## src/rtl/data_format_pack.sv

```systemverilog
// Packs RATIO narrow input words into one wide output word behind a one-deep
// output register; partial groups close on din_last, flush or idle timeout.
module data_format_pack #(
    parameter int DI_WIDTH      = 32,
    parameter int RATIO         = 2,
    parameter bit MSB_FIRST     = 1'b1,
    parameter int FLUSH_TIMEOUT = 16
) (
    input  logic                      clk,
    input  logic                      reset_n,
    input  logic [DI_WIDTH-1:0]       din,
    input  logic                      din_valid,
    output logic                      din_ready,
    input  logic                      din_last,
    input  logic                      flush,
    output logic [DI_WIDTH*RATIO-1:0] dout,
    output logic [RATIO-1:0]          dout_keep,
    output logic                      dout_last,
    output logic                      dout_valid,
    input  logic                      dout_ready
);

    localparam int DO_WIDTH = DI_WIDTH * RATIO;
    localparam int CW       = $clog2(RATIO);
    localparam int IW       = (FLUSH_TIMEOUT > 0) ? $clog2(FLUSH_TIMEOUT + 1) : 1;
    localparam logic [CW-1:0] LAST_LANE = CW'(RATIO - 1);
    localparam logic [IW-1:0] IDLE_MAX  = IW'(FLUSH_TIMEOUT);

    typedef enum logic {
        EMPTY   = 1'b0,
        FILLING = 1'b1
    } state_t;

    state_t                state_q, state_d;
    logic [CW-1:0]         cnt_q, cnt_d;
    logic [IW-1:0]         idle_q, idle_d;
    logic                  flush_pend_q, flush_pend_d;
    logic [DI_WIDTH-1:0]   lane_q [RATIO];
    logic [DI_WIDTH-1:0]   lane_d [RATIO];
    logic [DO_WIDTH-1:0]   dout_q, dout_d;
    logic [RATIO-1:0]      keep_q, keep_d;
    logic                  last_q, last_d;
    logic                  valid_q, valid_d;

    logic                  out_free;
    logic                  accept;
    logic                  flush_eff;
    logic                  timeout;
    logic                  close;
    logic [CW:0]           fill;
    logic [DI_WIDTH-1:0]   merged [RATIO];
    logic [DO_WIDTH-1:0]   packed_w;
    logic [RATIO-1:0]      keep_w;

    always_comb begin
        out_free  = ~valid_q | dout_ready;
        accept    = din_valid & out_free;
        flush_eff = flush | flush_pend_q;
        timeout   = (FLUSH_TIMEOUT != 0) && (idle_q == IDLE_MAX);

        close = 1'b0;
        if (accept) begin
            close = (cnt_q == LAST_LANE) | din_last | flush_eff;
        end else if (state_q == FILLING) begin
            // Without an accept a close still needs somewhere to put the beat.
            close = out_free & (flush_eff | timeout);
        end

        for (int i = 0; i < RATIO; i++) begin
            merged[i] = lane_q[i];
        end
        if (accept) begin
            merged[cnt_q] = din;
        end
        fill = {1'b0, cnt_q} + {{CW{1'b0}}, accept};

        packed_w = '0;
        keep_w   = '0;
        for (int i = 0; i < RATIO; i++) begin
            if (MSB_FIRST) begin
                packed_w[DO_WIDTH-1-i*DI_WIDTH -: DI_WIDTH] = merged[i];
            end else begin
                packed_w[i*DI_WIDTH +: DI_WIDTH] = merged[i];
            end
            keep_w[i] = (i < int'(fill));
        end
    end

    always_comb begin
        state_d      = state_q;
        cnt_d        = cnt_q;
        idle_d       = idle_q;
        flush_pend_d = flush_pend_q;
        lane_d       = lane_q;
        dout_d       = dout_q;
        keep_d       = keep_q;
        last_d       = last_q;
        valid_d      = valid_q;

        if (close) begin
            state_d      = EMPTY;
            cnt_d        = '0;
            idle_d       = '0;
            flush_pend_d = 1'b0;
            for (int i = 0; i < RATIO; i++) begin
                lane_d[i] = '0;
            end
            dout_d  = packed_w;
            keep_d  = keep_w;
            last_d  = accept & din_last;
            valid_d = 1'b1;
        end else begin
            if (valid_q & dout_ready) begin
                valid_d = 1'b0;
            end
            if (accept) begin
                lane_d[cnt_q] = din;
                cnt_d         = cnt_q + CW'(1);
                state_d       = FILLING;
                idle_d        = '0;
            end else if (state_q == FILLING) begin
                if (idle_q != IDLE_MAX) begin
                    idle_d = idle_q + IW'(1);
                end
                // A flush seen while the output is stalled is remembered.
                if (flush) begin
                    flush_pend_d = 1'b1;
                end
            end
        end
    end

    always_ff @(posedge clk or negedge reset_n) begin
        if (!reset_n) begin
            state_q      <= EMPTY;
            cnt_q        <= '0;
            idle_q       <= '0;
            flush_pend_q <= 1'b0;
            lane_q       <= '{default: '0};
            dout_q       <= '0;
            keep_q       <= '0;
            last_q       <= 1'b0;
            valid_q      <= 1'b0;
        end else begin
            state_q      <= state_d;
            cnt_q        <= cnt_d;
            idle_q       <= idle_d;
            flush_pend_q <= flush_pend_d;
            lane_q       <= lane_d;
            dout_q       <= dout_d;
            keep_q       <= keep_d;
            last_q       <= last_d;
            valid_q      <= valid_d;
        end
    end

    assign din_ready  = out_free;
    assign dout       = dout_q;
    assign dout_keep  = keep_q;
    assign dout_last  = last_q;
    assign dout_valid = valid_q;

endmodule
```

## config.mk

```make
export PLATFORM = sky130hd
export DESIGN_NAME = data_format_pack
export DESIGN_NICKNAME = d
export VERILOG_FILES = /design/src/rtl/data_format_pack.sv
export SDC_FILE = /design/constraint.sdc
export NUM_CORES = 1
export LEC_CHECK = 0
export ABC_CLOCK_PERIOD_IN_PS = 2950
export BUFFER_PORTS_ARGS = -buffer_cell sky130_fd_sc_hd__buf_2
export CORE_ASPECT_RATIO = 1.25
export CORE_MARGIN = 1.5
export CORE_UTILIZATION = 27
export CTS_CLUSTER_DIAMETER = 50
export DETAILED_ROUTE_END_ITERATION = 16
export MAX_ROUTING_LAYER = met4
export PLACE_DENSITY = 0.43
export SYNTH_ARGS = -nofsm -noshare
export SYNTH_HDL_FRONTEND = slang
export SYNTH_SLANG_ARGS = --single-unit
```

## constraint.sdc

```tcl
create_clock -name clk -period 2.95 [get_ports clk]
set_clock_uncertainty 0.2 [all_clocks]
set_input_delay 0.4425 -clock clk [delete_from_list [all_inputs] [get_ports clk]]
set_output_delay 0.4425 -clock clk [all_outputs]
set_load 0.1 [all_outputs]
```

==> results.cfg <==
[critical_path]
cpLargestDelayFamily = compound AO/OA/AOI/OAI gates
required_ns = 3.08
path_cells = inv_1 -> ha_1 -> and4bb_2 -> o221ai_2 -> a31oi_4 -> buf_12 -> mux2i_1
crit_type = register to register
r2r_end = dout[49]$_DFFE_PN0N_
critPathCapture = dout[49]$_DFFE_PN0N_
cpMaxStageDelayCell = a31oi_4
crit_start = idle_q[0]$_DFFE_PN0P_
max_stage_delay_ns = 0.46
path_buf_inv = 2
cp.arrival_ns = 2.55
worstPathMaxFanout = 42
cp_num_cells = 7
rr_worst_depth = 7
r2r_start = idle_q[0]$_DFFE_PN0P_
r2r_slack_ns = 0.53
crit_path_end_kind = register
start_kind = register

[place]
place.gp.congestion = 0.731
dp_hpwl_um = 8090
place_area_um2 = 6670
io_buffers = 106

[drt]
ant_nets = 0
via_per_inst = 4.23
num_vias = 3685
wl_um = 12400
drt_iter0_markers = 159
drc = 0
wl_per_cell_um = 14.2
dr.pass1.iters = 4

[cts]
clock-root-buffer = clkbuf_16
cts_tree = yes
cts_max_level = 4
postCtsSetupBuffers = 0
cts_sinks = 140
clkTransAtPathRegs_ns = 0.06
clk_latency_ns = 0.41
cts_buffers = 17
ctsResizeCount = 0
cts_buffer_depth = 2

[floorplanning]
die_x_um = 133
rows = 59
core_area_um2 = 20800
die_h_um = 166
pin_count = 107
start_util = 0.275
dieArea_um2 = 22100

[sta]
final-hold-violation-count = 0
tns_ns = 0
setup_viol = 0
timing.final.crit_share = 0.821
slew_violations = 0
worst_pin_slew_ns = 0.605
rsz0062_at_grt = false
maxSlewHeadroom = 0.597
post-route-min-period_ns = 2.42
worst_hold_slack_ns = 0.106
fmax_mhz = 413

[grt]
grt_pass1_wl_um = 20400
grt_pass1_vias = 3872
grt_max_degree = 62
antenna_found_initial = 0
grt.overflow.total = 0
grtUsageTotal = 0.122

[final_layout]
syn_to_final_growth_pct = 26.2
nets = 625
final_cell_area_um2 = 7230
n_fill_cell = 2164
antenna_cells = 0
drive_gt1_frac = 0.263
most-common-layout-cells = 140 x dfrtp_1, 128 x mux2i_1, 105 x buf_2, 69 x inv_1, 67 x nor2_1
mostFrequentLayoutCell = dfrtp_1

[logic_synthesis]
syn_nets = 506
avgSynthCellArea_um2 = 12.3
synth-main-ff-cell = dfrtp_1
yosysWarnings = 0
synth_edf_count = 0
netlist_instances = 466
ys_seq_area_frac = 0.611
ys_types = 32
synth_area_um2 = 5730
synth-async-reset-ratio = 1.00
synth-seq-cells = 140

[outcome]
status = completed

[job]
drv_cap = 0

[hold_path]
min_path_type = primary input to register
[layer usage]
layer	GRT usage	wire length, um	vias to the layer above
met1	0.152	5530	1841
met2	0.189	6150	78
met5	-	0	-
li1	-	-	1755
met4	0.0473	179	0
met3	0.0308	493	11
[registers in the layout, summed over array words and instances, names as in the netlist, 2 cells and up]
signal     cells
dout          64
dout_keep      2
idle_q         5
lane_q        64
[area by class of cell]
| class | count | area (um^2) | area share |
|---|---|---|---|
| clock inverters | 10 | 92.6 | 0.0128 |
| inverters | 70 | 263 | 0.0364 |
| repair buffers | 121 | 727 | 0.101 |
| clock buffers | 21 | 460 | 0.0637 |
| well taps | 274 | 343 | 0.0474 |
| flip-flops and latches | 140 | 3500 | 0.485 |
| multi-input cells | 235 | 1840 | 0.254 |
[metrics by stage]
| stage | setup slack [ns] | util | instances |
|---|---|---|---|
| CTS | 0.516 | 0.347 | 871 |
| finish | 0.529 | 0.347 | 871 |
| global placement | 0.629 | 0.320 | 839 |
| detailed placement | 0.544 | 0.320 | 839 |
| global route | 0.359 | 0.347 | 871 |
| floorplan | 0.135 | - | 466 |
[worst min path at each step]
stage	from	to	slack, ns	depth (start not counted)
after global placement	reset_n	dout[2]$_DFFE_PN0N_	0.27	1
after global routing	din[23]	lane_q[55]$_DFF_PN0_	0.10	3
after floorplan	reset_n	cnt_q$_DFFE_PN0P_	-0.05	0
after CTS	din_last	dout_last$_DFFE_PN0N_	0.08	2
final	din_last	dout_last$_DFFE_PN0N_	0.11	2
after detailed placement	reset_n	dout[2]$_DFFE_PN0N_	0.27	1
[synth_stat cells (all sizes together) (2+ instances only)]
library cell,n,share of area
a21oi,2,0.0017
a22o,2,0.0031
a32o,2,0.0035
buf,20,0.022
dfrtp,140,0.61
ha,2,0.0044
inv,70,0.046
mux2i,128,0.22
nand2,6,0.0039
nand3,7,0.0079
nand4b,2,0.0031
nor2,67,0.044
nor3,2,0.0017
o21ai,2,0.0017
[what timing repair did]
| item | in CTS | in global routing |
|---|---|---|
| endpoints found under the hold margin | 58 | 0 |
| endpoints found under the setup margin | 0 | 0 |
| hold buffers | 1 | 0 |
[cell families after synthesis]
logic type               Yosys count  share of synthesized area
buffers and inverters             91                     0.0690
AND/OR/NAND/NOR                   88                     0.0660
flip-flops                       140                      0.611
multiplexers                     129                      0.226
adder cells (fa/ha/maj)            2                    0.00437
AO/OA/AOI/OAI                     16                     0.0236
Power is left out: the tool's default activity adds up to more than one toggle a clock period on the data nets, which glitch-free logic cannot reach.
